--- config.mk ---
export PLATFORM = sky130hd
export DESIGN_NAME = rtc_bus_sequencer
export DESIGN_NICKNAME = d
export VERILOG_FILES = /design/src/rtl/rtc_bus_pkg.sv /design/src/rtl/rtc_bus_sequencer_timer.sv /design/src/rtl/rtc_bus_sequencer.sv
export SDC_FILE = /design/constraint.sdc
export NUM_CORES = 1
export LEC_CHECK = 0
export ABC_AREA = 1
export BUFFER_PORTS_ARGS = -buffer_cell sky130_fd_sc_hd__buf_4
export CORE_ASPECT_RATIO = 1.75
export CORE_MARGIN = 1.5
export CORE_UTILIZATION = 48
export CTS_CLUSTER_DIAMETER = 100
export DETAILED_ROUTE_END_ITERATION = 12
export PLACE_DENSITY = 0.75
export RECOVER_POWER = 100
export SYNTH_ARGS = -nofsm -noshare
export SYNTH_HDL_FRONTEND = slang
export SYNTH_HIERARCHICAL = 1
export SYNTH_SLANG_ARGS = --single-unit
--- constraint.sdc ---
create_clock -name clkW -period 1.5 [get_ports clkW]
set_input_delay 0.075 -clock clkW [delete_from_list [all_inputs] [get_ports clkW]]
set_output_delay 0.075 -clock clkW [all_outputs]
set_load 0.1 [all_outputs]
--- src/rtl/rtc_bus_pkg.sv ---
// Shared state codes, default timing and strobe window helper for the RTC bus sequencer.
// Burst mode elsewhere is enabled with RTC_BUS_BURST_EN.
package rtc_bus_pkg;

  localparam int DEF_DATA_W    = 8;
  localparam int DEF_CNT_W     = 5;
  localparam int DEF_T_PHASE   = 22;
  localparam int DEF_T_AD_OFF  = 19;
  localparam int DEF_T_CS_ON   = 2;
  localparam int DEF_T_CS_OFF  = 17;
  localparam int DEF_T_STB_ON  = 3;
  localparam int DEF_T_STB_OFF = 16;
  localparam int DEF_T_GAP     = 2;

  typedef logic [2:0] state_t;

  localparam state_t IDLE = 3'd0;
  localparam state_t ADDR = 3'd1;
  localparam state_t GAP  = 3'd2;
  localparam state_t DATA = 3'd3;
  localparam state_t DONE = 3'd4;

  function automatic logic inWindow(input int cnt, input int lo, input int hi);
    return (cnt >= lo) && (cnt <= hi);
  endfunction

endpackage

--- src/rtl/rtc_bus_sequencer_timer.sv ---
// Phase counter with window decode; outputs are raw active-low windows, gated by the FSM.
module rtc_phase_timer
  import rtc_bus_pkg::*;
#(
  parameter int CNT_W     = DEF_CNT_W,
  parameter int T_AD_OFF  = DEF_T_AD_OFF,
  parameter int T_CS_ON   = DEF_T_CS_ON,
  parameter int T_CS_OFF  = DEF_T_CS_OFF,
  parameter int T_STB_ON  = DEF_T_STB_ON,
  parameter int T_STB_OFF = DEF_T_STB_OFF
) (
  input  logic             clkW,
  input  logic             resetAD,
  input  logic             clr,
  output logic [CNT_W-1:0] count,
  output logic             csN,
  output logic             stbN,
  output logic             adN
);

  always_ff @(posedge clkW) begin
    if (resetAD || clr) count <= '0;
    else                count <= count + 1'b1;
  end

  assign adN  = !inWindow(int'(count), 0, T_AD_OFF - 1);
  assign csN  = !inWindow(int'(count), T_CS_ON, T_CS_OFF);
  assign stbN = !inWindow(int'(count), T_STB_ON, T_STB_OFF);

endmodule

--- src/rtl/rtc_bus_sequencer.sv ---
// RTC multiplexed address/data bus sequencer: ADDR, GAP, DATA per beat, then DONE.
// Define RTC_BUS_BURST_EN to add the burst_len port and multi-beat bursts.
//
// state | meaning
// IDLE  | waiting for start with enW=1
// ADDR  | drive address, AD/CS/WR windows
// GAP   | all strobes high, bus released
// DATA  | write: drive data with WR window; read: RD window, sample bus_in
// DONE  | one cycle, done=1, start ignored
module rtc_bus_sequencer
  import rtc_bus_pkg::*;
#(
  parameter int DATA_W    = DEF_DATA_W,
  parameter int CNT_W     = DEF_CNT_W,
  parameter int T_PHASE   = DEF_T_PHASE,
  parameter int T_AD_OFF  = DEF_T_AD_OFF,
  parameter int T_CS_ON   = DEF_T_CS_ON,
  parameter int T_CS_OFF  = DEF_T_CS_OFF,
  parameter int T_STB_ON  = DEF_T_STB_ON,
  parameter int T_STB_OFF = DEF_T_STB_OFF,
  parameter int T_GAP     = DEF_T_GAP
) (
  input  logic              clkW,
  input  logic              resetAD,
  input  logic              enW,
  input  logic              start,
  input  logic              rw,
  input  logic [DATA_W-1:0] addr,
  input  logic [DATA_W-1:0] wr_data,
  output logic [DATA_W-1:0] rd_data,
  output logic              rd_valid,
  output logic              busy,
  output logic              done,
  output logic [DATA_W-1:0] bus_out,
  input  logic [DATA_W-1:0] bus_in,
  output logic              bus_oe,
  output logic              CS,
  output logic              RD,
  output logic              WR,
  output logic              AD
`ifdef RTC_BUS_BURST_EN
  ,
  input  logic [3:0]        burst_len
`endif
);

  state_t            state, stateNext;
  logic [CNT_W-1:0]  count;
  logic              phaseClr;
  logic              csWinN, stbWinN, adWinN;
  logic [DATA_W-1:0] addrQ, wrDataQ;
  logic              rwQ;
  logic [3:0]        beatsLeft;
  logic [3:0]        burstLen;

`ifdef RTC_BUS_BURST_EN
  assign burstLen = burst_len;
`else
  assign burstLen = '0;
`endif

  rtc_phase_timer #(
    .CNT_W(CNT_W), .T_AD_OFF(T_AD_OFF), .T_CS_ON(T_CS_ON), .T_CS_OFF(T_CS_OFF),
    .T_STB_ON(T_STB_ON), .T_STB_OFF(T_STB_OFF)
  ) uTimer (
    .clkW(clkW), .resetAD(resetAD), .clr(phaseClr), .count(count),
    .csN(csWinN), .stbN(stbWinN), .adN(adWinN)
  );

  always_comb begin
    stateNext = state;
    case (state)
      IDLE: if (start && enW) stateNext = ADDR;
      ADDR: if (count == CNT_W'(T_PHASE - 1)) stateNext = GAP;
      GAP:  if (count == CNT_W'(T_GAP - 1)) stateNext = DATA;
      DATA: if (count == CNT_W'(T_PHASE - 1)) stateNext = (beatsLeft == '0) ? DONE : ADDR;
      DONE: stateNext = IDLE;
      default: stateNext = IDLE;
    endcase
  end

  // Counter restarts on every state entry, including DATA->ADDR between beats.
  assign phaseClr = (stateNext != state) || (state == IDLE);

  always_ff @(posedge clkW) begin
    if (resetAD) begin
      state     <= IDLE;
      addrQ     <= '0;
      wrDataQ   <= '0;
      rwQ       <= 1'b0;
      beatsLeft <= '0;
      rd_data   <= '0;
      rd_valid  <= 1'b0;
      busy      <= 1'b0;
      done      <= 1'b0;
      bus_out   <= '0;
      bus_oe    <= 1'b0;
      CS        <= 1'b1;
      RD        <= 1'b1;
      WR        <= 1'b1;
      AD        <= 1'b1;
    end else begin
      state    <= stateNext;
      busy     <= (stateNext != IDLE);
      done     <= (stateNext == DONE);
      rd_valid <= 1'b0;

      if (state == IDLE && stateNext == ADDR) begin
        addrQ     <= addr;
        rwQ       <= rw;
        beatsLeft <= burstLen;
      end
      if (state == DATA && stateNext == ADDR) begin
        addrQ     <= addrQ + 1'b1;
        beatsLeft <= beatsLeft - 1'b1;
      end
      if (state == ADDR && count == '0) wrDataQ <= wr_data;
      if (state == DATA && rwQ && count == CNT_W'(T_STB_OFF)) begin
        rd_data  <= bus_in;
        rd_valid <= 1'b1;
      end

      // Registered strobes trail the count by one cycle.
      AD     <= (state != ADDR) || adWinN;
      CS     <= !(state == ADDR || state == DATA) || csWinN;
      WR     <= !(state == ADDR || (state == DATA && !rwQ)) || stbWinN;
      RD     <= !(state == DATA && rwQ) || stbWinN;
      bus_oe <= (state == ADDR) || (state == DATA && !rwQ);
      if (state == ADDR)             bus_out <= addrQ;
      else if (state == DATA && !rwQ) bus_out <= wrDataQ;
      else                           bus_out <= '0;
    end
  end

endmodule
---- After elaboration in Yosys (flattened, before gate mapping) ----
Cells that the tools add are included.
cells by class
  $add $sub $neg .......................... 3
  magnitude comparators ................... 5
  eq/ne operators ......................... 10
  muxes and demuxes ....................... 13
  reductions and logical operators ........ 29
operators with widths
  operator               number
  $mux W8                4
  $le A5 B5 Y1 const B   3
  $mux W3                5
  $pmux W3 S4            1
  $eq A5 B5 Y1 const B   2
  $ge A5 B2 Y1 const B   2
  $logic_and A1 B1 Y1    9
  $add A8 B1 Y8 const B  1
  $logic_or A1 B1 Y1     8
  $mux W4                2
  $logic_not A1 Y1       7
  $eq A3 B1 Y1 const B   2
  $eq A3 B2 Y1 const B   2
  $add A5 B1 Y5 const B  1
  $eq A5 B1 Y1 const B   1
  $logic_not A5 Y1       1
  $logic_not A4 Y1       1
  $sub A4 B1 Y4 const B  1
  $eq A3 B3 Y1 const B   1
  $logic_not A3 Y1       1
  $ne A3 B1 Y1 const B   1
  $ne A3 B3 Y1           1
  $reduce_bool A3 Y1     1
  $reduce_bool A2 Y1     1
  $mux W1                1
word-level totals
  register bits after elaboration ......... 53
  input bits .............................. 29
  output and inout bits ................... 24
  logic and storage cells ................. 76

---- Logic depth before layout (Yosys ltp) ----
Gate-level depths: netlist (run 1).
  depth in word-level cells ............... 8
  gate-level depth with buffers ........... 11

---- Cells and area by module ----
Netlist (run 1), hierarchy kept.
by module, submodules not included
  module             times used  cells each  area an instance (sq um)  seq. area each (sq um)
  rtc_bus_sequencer  1           286         2165.8                    960.9
  rtc_phase_timer    1           45          291.5                     100.1

---- Worst setup path after synthesis (run 1) ----
No wires, ideal clock.
  kind .................................... register to register
  start ................................... reg uTimer.count[4]
  end ..................................... reg addrQ[7]
  arrival ................................. 1378 ps
  setup slack ............................. 13 ps
  stages on the path, launching flop included .. 11
  path through ............................ dfxtp_1 > nand3_1 > nor2_2 > nand2_1 > nand4_1 > buf_6 > nand3_1 > nand2_1 > inv_1 > nand2_1 > inv_1
on the way
  word-level cells in the longest chain between the ends .. 6
  elaborated cells between the ends (all ways) .. 11
ends and longest elaborated chain
  element                                        line                                                                       source
  start, declared                                rtc_bus_sequencer_timer.sv:15                                              output logic [CNT_W-1:0] count,
  start signal, assigned                         rtc_bus_sequencer_timer.sv:23                                              else count <= count + 1'b1;
  $eq A5 B5 Y1 or $eq A5 B1 Y1 (tied branches)   rtc_bus_sequencer.sv:74, rtc_bus_sequencer.sv:76, rtc_bus_sequencer.sv:75
  $mux W3, on equally long branches              rtc_bus_sequencer.sv:76, rtc_bus_sequencer.sv:74, rtc_bus_sequencer.sv:75
  $pmux W3 S4 (*)                                rtc_bus_sequencer.sv:72                                                    case (state)
  $eq A3 B1 Y1 (*)                               rtc_bus_sequencer.sv:108, rtc_bus_sequencer.sv:113
  $logic_and A1 B1 Y1, on equally long branches  rtc_bus_sequencer.sv:113, rtc_bus_sequencer.sv:108
  $mux W8 or $reduce_bool A2 Y1 (tied branches)  -
  end signal, assigned                           rtc_bus_sequencer.sv:109                                                   addrQ <= addr;
  end signal, assigned                           rtc_bus_sequencer.sv:114                                                   addrQ <= addrQ + 1'b1;
  end, declared                                  rtc_bus_sequencer.sv:51                                                    logic [DATA_W-1:0] addrQ, wrDataQ;
Every way passes the cells marked *; elsewhere a longest branch is shown, timed or not.
A chain may end at the register's enable or synchronous reset.

---- Final worst setup path (run 1) ----
  start ................................... reg uTimer.count[0]
  end ..................................... reg addrQ[2]
Same word-level chain as after synthesis.

==> results.md, run 1 <==
- Worst-path fanout max: 5
- Layout net count: 484
- Vias in the first global route: about 2.6k
- Skew final: between 0.01 and 0.015 ns
- Fmax achieved: 635 MHz
- Gr usage total: 25.8%
- Tcrit/Tclk final: 105%
- Area of the multi-input gates: 1340 um2
- #FFs+latches synth: 53
- Num rows: 34
- Synth top area cells: dfxtp_1 (43%), nor2_1 (7.8%), nand2_1 (7.6%)
- Sequential fraction of the synthesis area: between 40% and 50%
- Worst path cell trace: inv_2 -> nor2_4 -> nand3_4 -> buf_6 -> nand2_4 -> nand3_4 -> nor3_4 -> clkbuf_16 -> nand2_4 -> nand3_2 -> nor2_1
- Violated checks: negative hold slack, negative setup slack
- Die Ht: slightly below 100 um
- CTS root buffer: clkbuf_8
- Share of cells above drive strength 1: 40.0%
- Clock sink count: 53
- Worst slew pin tran: 0.550 ns
- Status: complete, but fails checks
- Slew HR: 63.5%
- WL final: 7320 um
- Number of CTS-inserted buffers: 5
- Wire per inst: 14.5 um
- Die X: 57.1 um
- First-pass GRT wire length: 11400 um
- Cell accounting for the most synthesized area: dfxtp_1
- Synth Area per Inst: 7.42 um2
- Max incr delay on CP: 0.37 ns
- PnR worst setup slack: -0.0757 ns
- Via count: 2645
- Setup crit start kind: register
- Initial Util: 49.8%
- Overflow after GRT: 0
- Post-synth net total: 366
- Synth top area share: 43.2%
- Fill cell count: 350
- Total power: 2910 uW
- Antenna cell count: 0
- Core area: between 4000 and 5000 um2
- Final hold viol count: 1
- Largest net degree at the start of global routing: 21
- Post-DRT Antenna Nets: 0
- Clk Latency, worst-skew pair: 0.32 ns
- Antenna violations before repair: 0
- Clk slew on worst S/H paths: between 0.1 and 0.15 ns
- RSZ-0062 raised after global routing: yes
- Commonest non-fill, non-tap cell in the layout: buf_4
- DP Area: 3190 um2
- WHS: -0.000581 ns
- Max VDD drop: 1090 uV
- Register area: ~1100 um2
- Final setup fails: 12
- Most frequent cells in the layout: buf_4 (76), nor2_1 (46), dfxtp_1 (44)
- WP data required: roughly 1.7 ns
- Leak: 0.00173 uW
- IO Count: 53
- Maximum root-to-sink buffer count: 2
- Number of library cell types mapped by synthesis: 32
- Mapped cell area: 2460 um2
- Vias/cell: 5.25
- CP Capture Type: register
- Worst path slowest cell: dfxtp_2
- Die area: 5570 um2
- WP buf/inv: 3
- CTS tree: yes
- Minimum clock period: 1.58 ns
- CP top delay family: simple AND/OR/NAND/NOR gates
- Placer Congestion: 0.882
- H-Tree Depth: 2
- Crit path kind: reg2reg
- Number of DRC markers in iteration 0: 104
- Pre-CTS setup slack: -0.109 ns
- Synth-to-Final Area Change: 53.1%
- Crit path arrival time: 1.80 ns
- Max-cap violations: 0
- Design Area, Final: approximately 3800 um2
- Hpwl dp: 4880 um
- PortBufs: 52
- Pwr dens: 773 nW/um2
- Slew Limit Fails: 0
- TritonRoute pass-1 iters: 4
- Drt drc: 0
- Yosys Warn Count: 6
- Post-Synthesis Cells: 331
- Worst min-delay path class: in2reg
worst register-to-register path, cell delays in order, from the launching register on:
cell and delay, ns:
dfxtp_2 0.37, inv_2 0.06, nor2_4 0.09, nand3_4 0.08, buf_6 0.13, nand2_4 0.06, nand3_4 0.09, nor3_4 0.23
clkbuf_16 0.21, nand2_4 0.04, nand3_2 0.08, nor2_1 0.05
metrics by stage:
step / util [%] / setup TNS, ns / hold WS [ns] / instances
4_1_cts: 71.3 / -0.00450 / 0.00449 / 495
2_1_floorplan: - / 0 / 0.202 / 331
3_3_place_gp: 64.7 / -0.0620 / 0.296 / 469
5_1_grt: 76.2 / -2.32 / 0.000000916 / 504
3_5_place_dp: 64.7 / -0.679 / 0.304 / 469
6_report: 76.2 / -0.458 / -0.000581 / 504
metal layers:
layer  share of wire [%]  vias up  wire length (um)  track usage (%)
met5                   0        -                 0                0
met4                 3.9        0               288             13.2
met3                 3.5       25               256             3.73
met2                  57       86              4150             47.9
met1                  36     1237              2620             26.6
li1                    -     1297                 -                -
power by group:
group,switching [uW],internal (uW)
sequential,35.7,1450
combinational,221,172
clock,522,512
area by class of cell:
| type | instances | area share, % |
|---|---|---|
| clock buffer | 5 | 1.83 |
| multi-input combinational | 223 | 35.7 |
| timing repair buffer | 120 | 26.0 |
| tap | 54 | 1.80 |
| inverter | 46 | 4.72 |
| clock inverter | 3 | 1.33 |
| sequential | 53 | 28.7 |
path summary, 6_finish.rpt:
check	startpoint	endpoint	slack (ns)	cells past startpoint
setup / recovery	uTimer/count[0]	addrQ[2]	-0.08	11
hold / removal	wr_data[3]	wrDataQ[3]	-0.0006	3
setup reg to reg	uTimer/count[0]	addrQ[2]	-0.08	11
hold reg to reg	wrDataQ[5]	bus_out[5]	0.49	2
cell usage after synthesis, drive strengths merged:
cell type / instances
clkinv: 3
nor3: 9
xnor2: 1
or2: 2
clkbuf: 4
nand3b: 3
o21ai: 20
ha: 6
nand3: 32
nor2: 53
nand4: 6
a21oi: 27
nand2: 54
dfxtp: 53
o21a: 2
inv: 43
xor2: 7
buf: 5
o2111ai: 1
cell families after synthesis:
group / Yosys count / synth area share [%]
XOR/XNOR: 8 / 2.85
AND/OR/NAND/NOR: 159 / 31.0
AO/OA/AOI/OAI: 50 / 10.7
buffers and inverters: 55 / 9.27
adder cells (fa/ha/maj): 6 / 3.05
flip-flops: 53 / 43.2
what timing repair did:
item                                   in CTS  in global routing
gates cloned                                0                  1
resized for setup                          13                 68
endpoints found under the hold margin      16                  0
setup endpoints to repair                  29                 33
pin swaps                                   3                 11
buffers inserted                            2                  8
hold buffers                               16                  0
sequential cells by signal, indices dropped and copies added, names as in the netlist:
| register | cells |
|---|---|
| addrQ | 8 |
| bus_out | 8 |
| rd_data | 8 |
| wrDataQ | 8 |
| uTimer/count | 5 |
| beatsLeft | 4 |
| state | 3 |
| AD | 1 |
| CS | 1 |
| RD | 1 |
| WR | 1 |
| bus_oe | 1 |
| busy | 1 |
| done | 1 |
| rd_valid | 1 |
| rwQ | 1 |
(Power assumes the default switching activity.)
==> inputs of run 2 (changes only) <==
CTS_BUF_LIST = sky130_fd_sc_hd__clkbuf_16   (was default)
SKIP_LAST_GASP = 1   (was default)
==> run 2 against run 1 <==
Die area unchanged. Worst setup slack got worse by 0.024 ns. The run still ends with negative hold slack, negative setup slack left. Sequential cell count unchanged. Count of clock-buffer cells in the layout unchanged. Wire length down 4.6%. Power increased by 9.4%. Hold slack got worse by 0.013 ns.
==> results.md, run 2 (synthesized netlist as in run 1, its figures left out) <==
- Status: complete, but fails checks
- Violated checks: negative hold slack, negative setup slack
- CTS root buffer: clkbuf_16
- Initial Util: between 40% and 50%
- Number of CTS-inserted buffers: 5
- Die Ht: 97.7 um
- Pwr dens: 908 nW/um2
- Largest net degree at the start of global routing: 21
- Antenna violations before repair: 0
- Maximum root-to-sink buffer count: 2
- WHS: -0.0140 ns
- Setup TNS: -0.475 ns
- Most used routing layer: met2
- CP Capture Type: register
- Drt drc: 0
- Commonest non-fill, non-tap cell in the layout: buf_4
- Post-DRT Antenna Nets: 0
- Register area: 1080 um2
- Worst slew pin tran: 0.556 ns
- Slew Limit Fails: 0
- Die X: 57.1 um
- Number of DRC markers in iteration 0: 125
- DP Area: 3190 um2
- Share of cells above drive strength 1: 37.3%
- M1 GR Usage: 25.9%
- Overflow after GRT: 0
- WL final: 6980 um
- Vias in the first global route: 2554
- Synth-to-Final Area Change: 42.5%
- Core area: 4930 um2
- Grt met3 use: 3.20%
- Crit path kind: reg2reg
- WP data required: 1.72 ns
- Wire per inst: 14.5 um
- PortBufs: between 50 and 60
- Minimum clock period: 1.60 ns
- Max VDD drop: between 900 and 1000 uV
- H-Tree Depth: 2
- Via count: 2542
- Clk slew on worst S/H paths: 0.08 ns
- Setup crit start kind: register
- First-pass GRT wire length: about 11000 um
- Placer Congestion: approximately 0.9
- Design Area, Final: 3500 um2
- Fill cell count: approximately 410
- Antenna cell count: 0
- Vias/cell: 5.26
- TritonRoute pass-1 iters: 4
- Worst-path fanout max: 5
- Clock sink count: 53
- IO Count: 53
- Num rows: 34
- Area of the multi-input gates: between 1000 and 1500 um2
- Die area: approximately 5600 um2
- Hpwl dp: 4880 um
- Tcrit/Tclk final: 107%
- Clk Latency, worst-skew pair: 0.30 ns
- CTS tree: yes
- Worst min-delay path class: in2reg
- Gr usage total: about a quarter
- Skew final: 0.00704 ns
- Met2 usage: 45.2%
- Final setup fails: 13
- Slew HR: 63.1%
- Most frequent cells in the layout: buf_4 (66), nor2_1 (48), dfxtp_1 (44), nand2_1 (44), inv_1 (34)
- Fmax achieved: 625 MHz
- Layout net count: 463
- PnR worst setup slack: -0.0999 ns
- Leak: 0.00163 uW
- Final hold viol count: 3
- Crit path arrival time: 1.82 ns
- Max-cap violations: 0
- RSZ-0062 raised after global routing: yes
==> run 2: cell types whose count changed in the layout (fill, tap and decap cells not counted), moves of 3 or more <==
cell           delta
clkbuf_2          +8
nand2_4           -3
buf_6             -4
clkbuf_16         +5
nand2_1           +5
clkbuf_8          -5
buf_4            -10
dlygate4sd3_1    -15
==> run 2: where the power goes <==
part	internal (uW)	switching, uW
registers	1450	35.5
clock network	803	562
logic	136	200
total	2380	798
==> run 2: final cells by class <==
| cell class | count | area share, % |
|---|---|---|
| sequential | 53 | 30.8 |
| clock buffer | 5 | 3.57 |
| tap | 54 | 1.93 |
| clock inverter | 3 | 1.43 |
| multi-input combinational | 223 | 35.8 |
| inverter | 46 | 5.07 |
| timing repair buffer | 99 | 21.3 |
==> run 2: metrics by stage <==
stage,total power (uW),util [%],setup slack [ns],cells
floorplan,1700,-,0.0128,331
global placement,1830,64.7,-0.00973,469
detailed placement,1840,64.7,-0.109,469
CTS,3190,69.1,-0.000979,479
global route,3270,71.0,-0.210,483
finish,3180,71.0,-0.0999,483
==> run 2: final timing paths <==
kind                                 startpoint            to  slack, ns  cells after the start
worst max register to register  uTimer/count[0]  beatsLeft[2]       -0.1                     10
worst min register to register       wrDataQ[5]    bus_out[5]       0.49                      2
worst max-delay path            uTimer/count[0]  beatsLeft[2]       -0.1                     10
worst min-delay path                  bus_in[4]    rd_data[4]      -0.01                      3
==> run 2: timing repair <==
action                                  4_1_cts  5_1_grt
pin swaps                                     2       11
gates resized for setup                      11       44
hold buffers                                  1        0
endpoints found under the setup margin       26       33
hold endpoints to repair                      1        0
cloned                                        0        1
buffers inserted                              1        3
==> run 2: layer usage <==
metal	vias up	part of all wire, %
li1	1253	-
met1	1174	36
met2	89	56
met3	26	4.3
met4	0	3.8
met5	-	0
==> run 2: critical path: stages, from the launching register on <==
cell and delay, ns:
dfxtp_2 0.35, inv_2 0.05, nor2_2 0.10, nand3_2 0.10, buf_6 0.14, nand2_4 0.05
nand3_4 0.08, nor3_4 0.23, clkbuf_16 0.20, nand2_1 0.05, a21oi_1 0.18
==> inputs of run 3 (changes only) <==
ABC_AREA = default   (was 1)
==> run 3 against run 2 <==
The run ends with negative setup slack left. Synthesized cell count down 27%. Largest cell class unchanged. Sequential power about the same. Maximum frequency down 5.3%. Power down 3.0%. Highest routed layer unchanged. Die area down 5.4%. Clock power down 6%. Sequential cell count unchanged. Synthesized area down 5.7%. Final cell count down 20%. Critical path depth down 6. Clock skew down 0.0029 ns.
==> results.md, run 3 <==
- Post-Synthesis Cells: about 240
- Pwr dens: 914 nW/um2
- CP Capture Type: register
- Clock share of power: 41.8%
- Fin cells: around 390
- Skew final: 0.00411 ns
- Post-synth top cells: dfxtp_1 (53), nor2_1 (32), mux2i_1 (21)
- WP data required: ~1.7 ns
- CTS tree: yes
- Status: complete, but fails checks
- #FFs+latches synth: 53
- Die X: ~56 um
- Crit path arrival time: 1.87 ns
- Cells after DPL: 375
- Max incr delay on CP: ~0.6 ns
- First-pass GRT wire length: about 10000 um
- Synth top area cells: dfxtp_1 (46%), mux2i_1 (9.1%), nor2_1 (5.2%)
- CP top delay family: simple AND/OR/NAND/NOR gates
- WP buf/inv: 0
- Initial Util: 49.7%
- Vias/cell: 5.56
- Worst-path fanout max: 8
- Setup crit start kind: register
- Violated checks: negative setup slack
- H-Tree Depth: 2
- Final setup fails: 33
- Antenna violations before repair: 0
- Minimum clock period: 1.69 ns
- Reg-to-reg endpoint: wrDataQ[4]
- Part of the power in registers: 47.6%
- Number of library cell types mapped by synthesis: 52
- Setup crit start: uTimer/count[2]
- Core area: 4670 um2
- Net Sw Frac: 23.4%
- Drt drc: 0
- Antenna cell count: 0
- Synth top area share: 45.8%
- Gate power share: a little over a tenth
- Critical Path End: wrDataQ[4]
- Slew Limit Fails: 0
- Die area: between 5000 and 6000 um2
- Mapped cell area: 2320 um2
- Total power: between 3000 and 4000 uW
- Fmax achieved: 592 MHz
- Placer Congestion: 0.804
- Die Ht: between 90 and 100 um
- Worst path cell trace: or3_4 -> or4b_4 -> mux2i_1 -> nor2_1
- Clock sink count: 53
- Sequential fraction of the synthesis area: 45.8%
- Max VDD drop: about 800 uV
- Clk Latency, worst-skew pair: ~0.30 ns
- Max-cap violations: 0
- WL final: 6240 um
- Most used DFF post-synth: dfxtp_1
- PortBufs: 52
- Number of DRC markers in iteration 0: 29
- Maximum root-to-sink buffer count: 2
- Largest net degree at the start of global routing: 31
- Worst reg2reg path depth: 4
- Worst min-delay path class: in2reg
- Net Sw Power: 721 uW
- Fill cell count: around 360
- Overflow after GRT: 0
- Crit path kind: reg2reg
- Yosys Warn Count: 6
- CTS root buffer: clkbuf_16
- Reg2Reg Setup Slack: -0.19 ns
- Via count: 2153
- Commonest non-fill, non-tap cell in the layout: buf_4
- Most instantiated library cell after synthesis: dfxtp_1
- Cell accounting for the most synthesized area: dfxtp_1
- Worst path slowest cell: or4b_4
- Gr usage total: 24.2%
- Synth-to-Final Area Change: 45.5%
- Hold Path Origin: wr_data[1]
- Critical Path Stages: 4
- Num rows: 33
- IO Count: 53
- Vias in the first global route: 2176
- Wire per inst: 16.1 um
- FF-to-FF Start: uTimer/count[2]
- RSZ-0062 raised after global routing: yes
- Tcrit/Tclk final: 113%
- Clk slew on worst S/H paths: around 0.07 ns
- Leak: 0.00146 uW
- Post-synth EDFFs: 0
- Hpwl dp: 4150 um
- Number of CTS-inserted buffers: 5
- Post-DRT Antenna Nets: 0
- Most frequent cells in the layout: buf_4 (62), dfxtp_1 (44), nor2_1 (29)
- Layout net count: 369
- TritonRoute pass-1 iters: 4
- Ys async rst share: 0%
- Synth Area per Inst: 9.58 um2
- Final hold viol count: 0
- PnR worst setup slack: -0.189 ns
- Internal power: 2360 uW
- Slew HR: between 60% and 70%
- Share of cells above drive strength 1: 42.7%
- Worst slew pin tran: 0.552 ns
- Post-synth net total: 277
run 3: changes by cell type in the layout (fill, tap and decap cells not counted), sizes merged, moves of 17 or more:
cell	before	now
a21oi	27	10
inv	44	8
o21ai	20	0
mux2i	0	21
nand2	54	15
nor2	53	32
nand3	32	12
run 3: repair_timing:
| item | CTS | global route |
|---|---|---|
| hold buffers | 0 | 0 |
| cloned | 0 | 0 |
| setup buffers | 5 | 0 |
| resized for setup | 28 | 12 |
| setup endpoints to repair | 34 | 37 |
| pin swaps | 14 | 8 |
run 3: per-stage QoR:
| stage | setup slack (ns) | hold WS (ns) | setup TNS (ns) | area, um2 | util (%) |
|---|---|---|---|---|---|
| final | -0.189 | 0.00994 | -4.10 | 3370 | 72.3 |
| after global routing | -0.263 | 0.0280 | -6.46 | 3370 | 72.3 |
| after CTS | -0.197 | 0.0136 | -4.08 | 3400 | 72.9 |
| after detailed placement | -0.246 | 0.315 | -4.08 | 3090 | 66.2 |
| after global placement | -0.169 | 0.305 | -3.32 | 3090 | 66.2 |
| after floorplan | -0.175 | 0.136 | -2.00 | 2370 | - |
run 3: tightest hold or removal path: cells and delay by family:
kind	cells	cell delay [ns]
buf+inv	1	0.08
simple gates	1	0.07
mux	1	0.05
run 3: how the worst min path moves through the flow:
| stage | endpoint | slack, ns | cells past startpoint |
|---|---|---|---|
| floorplan | uTimer/count[0] | 0.14 | 1 |
| global placement | wrDataQ[0] | 0.30 | 3 |
| detailed placement | wrDataQ[3] | 0.31 | 3 |
| CTS | wrDataQ[3] | 0.01 | 3 |
| global route | wrDataQ[5] | 0.03 | 3 |
| finish | wrDataQ[1] | 0.01 | 3 |
run 3: logic make-up after synthesis:
| group | count (synthesis) | share of synthesized area, % |
|---|---|---|
| AOI/OAI and AO/OA | 39 | 12.8 |
| xor gates and xnor gates | 2 | 0.756 |
| adders and majority gates | 6 | 3.24 |
| buffers and inverters | 21 | 3.94 |
| DFF | 53 | 45.8 |
| muxes | 24 | 10.5 |
| and+or+nand+nor | 97 | 23.0 |
run 3: layout make-up:
cell class                 instances  area (um2)  area share [%]
clock buffer                       5         125            3.71
sequential                        53        1080            32.0
timing repair buffer              98         694            20.6
tap                               52        65.1            1.93
multi-input combinational        168        1340            39.7
clock inverter                     3        41.3            1.22
inverter                           8        30.0           0.890
run 3: power groups by stage:
stage          registers, uW  clock network (uW)  logic, uW
2_1_floorplan           1550                   0        122
3_3_place_gp            1500                   0        305
3_5_place_dp            1500                   0        310
4_1_cts                 1470                1310        327
5_1_grt                 1470                1370        345
6_report                1470                1290        324
run 3: layer usage:
| metal | up-vias | global-route usage, % | wire length, um |
|---|---|---|---|
| met4 | 0 | 10.8 | 158 |
| met1 | 1035 | 25.5 | 2350 |
| li1 | 1056 | - | - |
| met2 | 49 | 46.5 | 3530 |
| met3 | 13 | 3.56 | 202 |
| met5 | - | 0 | 0 |
